`src/rtl/video_source_scheduler_if.sv`:
```
// -----------------------------------------------------------------------------
// video_source_scheduler_if
//   Groups the pixel-stream, source handshake and status signals of the
//   video source scheduler.
//
//   master : scheduler side. Takes the display, source and control inputs and
//            drives the pixel, strobes and status flags.
//   slave  : environment side (display stage, pattern generator, frame-buffer
//            reader and control logic).
//
//   Signals
//     VideoReady      display consumes the video pixel this cycle
//     PatVideo[23:0]  pixel from the pattern generator (RGB 8:8:8)
//     FbVideo[23:0]   pixel from the frame-buffer reader
//     FbValid         FbVideo holds a valid pixel
//     FbRequest       level request for the frame buffer to own the display
//     ClearUnderflow  one-cycle pulse that clears Underflow
//     video[23:0]     pixel to the display
//     PatReady        advance strobe to the pattern generator
//     PatRestart      restart pulse to the pattern generator
//     FbReady         pop strobe to the frame-buffer reader
//     FbGrant         frame buffer owns the display
//     FrameStart      raster is at pixel (0,0)
//     Underflow       sticky frame-buffer underflow flag
//     FrameCount      completed-frame counter
// -----------------------------------------------------------------------------
interface video_source_scheduler_if;
    logic        VideoReady;
    logic [23:0] PatVideo;
    logic [23:0] FbVideo;
    logic        FbValid;
    logic        FbRequest;
    logic        ClearUnderflow;
    logic [23:0] video;
    logic        PatReady;
    logic        PatRestart;
    logic        FbReady;
    logic        FbGrant;
    logic        FrameStart;
    logic        Underflow;
    logic [15:0] FrameCount;

    modport master (
        input  VideoReady, PatVideo, FbVideo, FbValid, FbRequest, ClearUnderflow,
        output video, PatReady, PatRestart, FbReady, FbGrant, FrameStart,
               Underflow, FrameCount
    );

    modport slave (
        output VideoReady, PatVideo, FbVideo, FbValid, FbRequest, ClearUnderflow,
        input  video, PatReady, PatRestart, FbReady, FbGrant, FrameStart,
               Underflow, FrameCount
    );
endinterface

```
`src/rtl/video_source_scheduler.sv`:
```
// -----------------------------------------------------------------------------
// video_source_scheduler
//   Shares the display pixel stream between the test-pattern generator (P) and
//   the frame-buffer reader (F). Tracks the raster position from VideoReady and
//   hands ownership over only at frame boundaries, so every frame comes
//   entirely from one source. Flags frame-buffer underflow (sticky).
//
//   Ports
//     Clock   system clock, rising edge
//     Reset   asynchronous active-low reset
//     bus     video_source_scheduler_if.master (pixel stream, strobes, status)
//
//   Parameters
//     H_ACTIVE / V_ACTIVE  active pixels per line / lines per frame
//     XW / YW              column / row counter widths
//     FILL_COLOR           pixel shown when F owns the display but has no data
// -----------------------------------------------------------------------------
module video_source_scheduler #(
    parameter int unsigned H_ACTIVE   = 800,
    parameter int unsigned V_ACTIVE   = 600,
    parameter int unsigned XW         = 10,
    parameter int unsigned YW         = 10,
    parameter logic [23:0] FILL_COLOR = 24'h000000
) (
    input logic                      Clock,
    input logic                      Reset,
    video_source_scheduler_if.master bus
);

    // S_TO_FB / S_TO_PAT are hand-over states: the current owner keeps the
    // display until end of frame while the request is watched.
    typedef enum logic [1:0] {
        S_PAT    = 2'd0,
        S_TO_FB  = 2'd1,
        S_FB     = 2'd2,
        S_TO_PAT = 2'd3
    } state_t;

    localparam logic [XW-1:0] X_LAST = XW'(H_ACTIVE - 1);
    localparam logic [YW-1:0] Y_LAST = YW'(V_ACTIVE - 1);

    state_t        state;
    state_t        next_state;
    logic [XW-1:0] x;
    logic [YW-1:0] y;
    logic [15:0]   frame_count;
    logic          underflow;
    logic          fb_grant;
    logic          pat_restart;
    logic          x_last;
    logic          eof;
    logic          underflow_set;

    assign x_last        = (x == X_LAST);
    assign eof           = bus.VideoReady & x_last & (y == Y_LAST);
    assign underflow_set = fb_grant & bus.VideoReady & ~bus.FbValid;

    // ---------------------------------------------------------------- raster
    // NOTE: all clocked state uses non-blocking assignments so every register
    // samples the pre-edge values of the others, independent of block order.
    always_ff @(posedge Clock or negedge Reset) begin
        if (!Reset) begin
            x           <= '0;
            y           <= '0;
            frame_count <= '0;
        end else if (bus.VideoReady) begin
            if (x_last) begin
                x <= '0;
                y <= (y == Y_LAST) ? '0 : y + 1'b1;
            end else begin
                x <= x + 1'b1;
            end
            if (eof) begin
                frame_count <= frame_count + 1'b1;
            end
        end
    end

    // ------------------------------------------------------------------ FSM
    always_ff @(posedge Clock or negedge Reset) begin
        if (!Reset) begin
            state       <= S_PAT;
            fb_grant    <= 1'b0;
            pat_restart <= 1'b1;
        end else begin
            state       <= next_state;
            // Grant is registered from next_state, so it always matches state
            // and only changes on the edge that ends a frame.
            fb_grant    <= (next_state == S_FB) || (next_state == S_TO_PAT);
            // Pulse lands on the first cycle of the first pattern frame.
            pat_restart <= (state == S_TO_PAT) && (next_state == S_PAT);
        end
    end

    // NOTE: combinational blocks assign a default to every output first so no
    // path through the case can leave a value held (no inferred latch).
    always_comb begin
        next_state = state;
        case (state)
            S_PAT: begin
                if (bus.FbRequest) next_state = S_TO_FB;
            end
            S_TO_FB: begin
                // A dropped request aborts the hand-over before the frame ends.
                if (!bus.FbRequest) next_state = S_PAT;
                else if (eof)       next_state = S_FB;
            end
            S_FB: begin
                if (!bus.FbRequest) next_state = S_TO_PAT;
            end
            S_TO_PAT: begin
                // A returning request cancels the hand-back.
                if (bus.FbRequest)  next_state = S_FB;
                else if (eof)       next_state = S_PAT;
            end
            default: next_state = S_PAT;
        endcase
    end

    // ------------------------------------------------------------ underflow
    // Set has priority over clear so a simultaneous event is never lost.
    always_ff @(posedge Clock or negedge Reset) begin
        if (!Reset) begin
            underflow <= 1'b0;
        end else if (underflow_set) begin
            underflow <= 1'b1;
        end else if (bus.ClearUnderflow) begin
            underflow <= 1'b0;
        end
    end

    // ----------------------------------------------------------- output mux
    always_comb begin
        bus.video    = bus.PatVideo;
        bus.PatReady = bus.VideoReady;
        bus.FbReady  = 1'b0;
        if (fb_grant) begin
            bus.PatReady = 1'b0;
            bus.FbReady  = bus.VideoReady & bus.FbValid;
            bus.video    = bus.FbValid ? bus.FbVideo : FILL_COLOR;
        end
    end

    assign bus.PatRestart = pat_restart;
    assign bus.FbGrant    = fb_grant;
    assign bus.FrameStart = (x == '0) && (y == '0);
    assign bus.Underflow  = underflow;
    assign bus.FrameCount = frame_count;

endmodule
```
`src/flat_wrapper.sv`:
```
// flat-port wrapper written by rule: the top's interface ports become plain ports
module video_source_scheduler_flat 
#(
    parameter int unsigned H_ACTIVE   = 800,
    parameter int unsigned V_ACTIVE   = 600,
    parameter int unsigned XW         = 10,
    parameter int unsigned YW         = 10,
    parameter logic [23:0] FILL_COLOR = 24'h000000
)
  (Clock, Reset, bus_VideoReady, bus_PatVideo, bus_FbVideo, bus_FbValid, bus_FbRequest, bus_ClearUnderflow, bus_video, bus_PatReady, bus_PatRestart, bus_FbReady, bus_FbGrant, bus_FrameStart, bus_Underflow, bus_FrameCount);
  video_source_scheduler_if bus_i ();
  input logic Clock;
  input logic Reset;
  input wire logic [$bits(bus_i.VideoReady)-1:0] bus_VideoReady;
  input wire logic [$bits(bus_i.PatVideo)-1:0] bus_PatVideo;
  input wire logic [$bits(bus_i.FbVideo)-1:0] bus_FbVideo;
  input wire logic [$bits(bus_i.FbValid)-1:0] bus_FbValid;
  input wire logic [$bits(bus_i.FbRequest)-1:0] bus_FbRequest;
  input wire logic [$bits(bus_i.ClearUnderflow)-1:0] bus_ClearUnderflow;
  output wire logic [$bits(bus_i.video)-1:0] bus_video;
  output wire logic [$bits(bus_i.PatReady)-1:0] bus_PatReady;
  output wire logic [$bits(bus_i.PatRestart)-1:0] bus_PatRestart;
  output wire logic [$bits(bus_i.FbReady)-1:0] bus_FbReady;
  output wire logic [$bits(bus_i.FbGrant)-1:0] bus_FbGrant;
  output wire logic [$bits(bus_i.FrameStart)-1:0] bus_FrameStart;
  output wire logic [$bits(bus_i.Underflow)-1:0] bus_Underflow;
  output wire logic [$bits(bus_i.FrameCount)-1:0] bus_FrameCount;
  assign bus_i.VideoReady = bus_VideoReady;
  assign bus_i.PatVideo = bus_PatVideo;
  assign bus_i.FbVideo = bus_FbVideo;
  assign bus_i.FbValid = bus_FbValid;
  assign bus_i.FbRequest = bus_FbRequest;
  assign bus_i.ClearUnderflow = bus_ClearUnderflow;
  assign bus_video = bus_i.video;
  assign bus_PatReady = bus_i.PatReady;
  assign bus_PatRestart = bus_i.PatRestart;
  assign bus_FbReady = bus_i.FbReady;
  assign bus_FbGrant = bus_i.FbGrant;
  assign bus_FrameStart = bus_i.FrameStart;
  assign bus_Underflow = bus_i.Underflow;
  assign bus_FrameCount = bus_i.FrameCount;
  video_source_scheduler #(.H_ACTIVE(H_ACTIVE), .V_ACTIVE(V_ACTIVE), .XW(XW), .YW(YW), .FILL_COLOR(FILL_COLOR)) u_core (.Clock(Clock), .Reset(Reset), .bus(bus_i));
endmodule
```
`config.mk`:
```
export PLATFORM = sky130hd
export DESIGN_NAME = video_source_scheduler_flat
export DESIGN_NICKNAME = d
export VERILOG_FILES = /design/src/rtl/video_source_scheduler_if.sv /design/src/rtl/video_source_scheduler.sv /design/src/flat_wrapper.sv
export SDC_FILE = /design/constraint.sdc
export NUM_CORES = 1
export LEC_CHECK = 0
export CELL_PAD_IN_SITES_DETAIL_PLACEMENT = 1
export CELL_PAD_IN_SITES_GLOBAL_PLACEMENT = 1
export CORE_UTILIZATION = 31
export DETAILED_ROUTE_END_ITERATION = 10
export GPL_TIMING_DRIVEN = 0
export PLACE_DENSITY_LB_ADDON = 0.15
export SYNTH_ARGS = -nofsm -noshare
export SYNTH_HDL_FRONTEND = slang
export SYNTH_SLANG_ARGS = --single-unit
```
`constraint.sdc`:
```
create_clock -name Clock -period 2.6 [get_ports Clock]
set_input_delay 0.52 -clock Clock [delete_from_list [all_inputs] [get_ports Clock]]
set_output_delay 0.52 -clock Clock [all_outputs]
set_load 0.02 [all_outputs]
```
==> impl_metrics.toml <==
[synthesis]
syn_area_um2 = 2387
syn_avg_cell_area_um2 = 8.557
yosysMostFrequentCell = "dfrtp_1"
yosysTopAreaCell = "dfrtp_1"
ys_top_cells_by_area = "dfrtp_1 (42%), o21ai_0 (6.7%), nand2_1 (6.0%)"
synth_top_area_frac = 0.4193
yosys.cell_types.count = 36
synth_commonest_cells = "dfrtp_1 (40), nand2_1 (38), inv_1 (35), o21ai_0 (32)"
synthesis.nets = 338
synth_edf_count = 0
synthFlopType = "dfrtp_1"
yosys_warnings = 0
synth.yosys.seq_area_share = 0.4303
netlist_instances = 279
ys_seq_elements = 41
synthArstFlopShare = 1.000

[power_and_ir_drop]
comb_power_share = 0.179
power.switching_uw = 437.3
p_clk_frac = 0.346
power_density_nw_per_um2 = 432.1
p_seq_frac = 0.474
peakVddDrop_mv = 0.2018
power_mw = 1.583
intPower_mw = 1.146
p_leak_nw = 1.600
switching_share = 0.2762

[timing]
whs_ns = 0.1681
relSlewSlack = 0.6673
timing.fmax_ghz = 0.3952
skew_ns = 0.01264
fin_ws_ns = 0.06987
maxSlewViolCount = 0
setup_violations = 0
fin_crit_sh = 0.9731
layout_min_cycle_time_ns = 2.530
tightest_slew_ns = 0.4990
final_hold_viol_count = 0

[clocking]
cts_made_buffers = 5
clock-root-buffer = "clkbuf_8"
cts.path.max_buffers = 2
clk_pin_slew_ns = 0.09
ctsHoldBuffers = 0
insertion_delay_ns = 0.30
cts_tree = "done"
h-tree-depth = 2
clock_sink_count = 41

[global_routing]
grt_first_pass_wirelength_um = 12810
grt_pass1_vias = 2437
antenna_found_initial = 0
grt-ovfl-total = 0
grtUsageTotal = 0.1975
grt_max_degree = 24

[placement]
dp_slack_ns = -0.5865
place_area_um2 = 3525
io_buffers = 99
gp_congestion = 0.7721
hpwlAfterDp_um = 5972

[critical_path]
crit_required_ns = 2.08
crit_fanout = 5
arrival_ns = 2.01
crit_path_end_kind = "output port"
crit_type = "register to output port"
startpoint_type = "register"

[final_layout]
finalInstanceArea_um2 = 3664
seq_area_um2 = 1027
fin_nets = 445
fill_cells = 862
area_delta_synth_final_pct = 53.46
drive_gt1_frac = 0.1008
diodes = 0
multi_input_area_um2 = 1197

[drt]
drt_iter0_markers = 65
num_vias = 2350
via_per_inst = 4.835
wl_per_cell_um = 15.77
ant_nets = 0
wl_um = 7664
drcViolationCount = 0
drtPass1Iterations = 4

[hold_path]
hold_path_class = "primary input to async pin"

[floorplan]
die_area_um2 = 8056
coreArea_um2 = 7331
start_util = 0.3257
die_width_um = 89.76
rows = 31
die_y_um = 89.76
ios = 100

[status]
status = "completed"

[run]
drv_cap = 0
[layout by cell type, fill, tap and decap left out, types with 8 or more instances in the layout]
master / synthesis / layout
clkdlybuf4s15_2: 0 / 8
clkdlybuf4s50_1: 0 / 72
dfrtp_1: 40 / 40
dlygate4sd2_1: 0 / 14
inv_1: 35 / 35
nand2_1: 38 / 38
nand3_1: 14 / 14
nand4_1: 11 / 11
nor4_1: 12 / 11
o21ai_0: 32 / 32
xnor2_1: 14 / 14
xor2_1: 13 / 13
[worst max-delay path: stages, from the launching register on]
cell	delay (ns)
dfrtp_1	0.45
nor4_4	0.41
nand2_1	0.14
nor4_2	0.32
dlygate4sd2_1	0.39
[registers in the layout (all words and copies together) (netlist names)]
register               flops
u_core.x                  10
u_core.y                  10
u_core.bus.Underflow       1
u_core.state               2
u_core.bus.FrameCount     16
u_core.bus.FbGrant         1
u_core.bus.PatRestart      1
[final cells by class]
| cell class | count | area share |
|---|---|---|
| buffer | 10 | 0.01537 |
| clock buffer | 7 | 0.02357 |
| clock inverter | 1 | 0.008197 |
| inverter | 35 | 0.03586 |
| multi-input combinational | 191 | 0.3268 |
| sequential | 41 | 0.2804 |
| tap | 99 | 0.03381 |
| timing repair buffer | 102 | 0.2760 |
[kinds of logic after synthesis]
| group | synth area share |
|---|---|
| flip-flops | 0.4303 |
| AND/OR/NAND/NOR | 0.2615 |
| multiplexers | 0.01834 |
| AO/OA/AOI/OAI | 0.08962 |
| XOR/XNOR | 0.09906 |
| buffers and inverters | 0.07495 |
| adder cells (fa/ha/maj) | 0.02621 |
[timing repair]
action,in CTS,in global routing
setup endpoints to repair,27,14
buffers inserted,0,2
gates resized for setup,59,9
pin swaps,0,1
[stage by stage]
| stage | std cells | setup TNS (ns) | utilization |
|---|---|---|---|
| final | 486 | 0 | 0.4997 |
| after global routing | 486 | -0.06834 | 0.4997 |
| after CTS | 485 | 0 | 0.4980 |
| after detailed placement | 478 | -11.60 | 0.4808 |
| after global placement | 477 | -14.78 | 0.4777 |
| after floorplan | 279 | 0 | - |
[routing by layer]
layer | GRT usage | routed length, um | vias to the layer above
met5 | 0 | 0 | -
met4 | 0.04098 | 55 | 0
met1 | 0.2544 | 3295 | 1134
li1 | - | - | 1159
met2 | 0.3436 | 3977 | 50
met3 | 0.03723 | 335 | 7
[power by group through the flow]
stage	Combinational, mW	Sequential (mW)	Clock (mW)
final	0.284	0.751	0.548
after global routing	0.318	0.760	0.587
after CTS	0.284	0.747	0.560
after detailed placement	0.295	0.759	0
after global placement	0.281	0.756	0
after floorplan	0.131	0.739	0
[final timing paths]
| check | slack (ns) | from | endpoint | depth (start not counted) |
|---|---|---|---|---|
| max | 0.07 | u_core.y[8]$_DFFE_PN0P_ | bus_FrameStart | 4 |
| max in group asynchronous | 1.85 | Reset | u_core.bus.PatRestart$_DFF_PN1_ | 2 |
| min reg2reg | 0.45 | u_core.state[0]$_DFF_PN0_ | u_core.state[0]$_DFF_PN0_ | 1 |
| min in group Clock | 0.45 | u_core.state[0]$_DFF_PN0_ | u_core.state[0]$_DFF_PN0_ | 1 |
| max reg2reg | 0.43 | u_core.x[1]$_DFFE_PN0P_ | u_core.bus.FrameCount[15]$_DFFE_PN0P_ | 6 |
| min | 0.17 | Reset | u_core.x[3]$_DFFE_PN0P_ | 1 |
No activity file was read; power rests on OpenSTA's default activity.
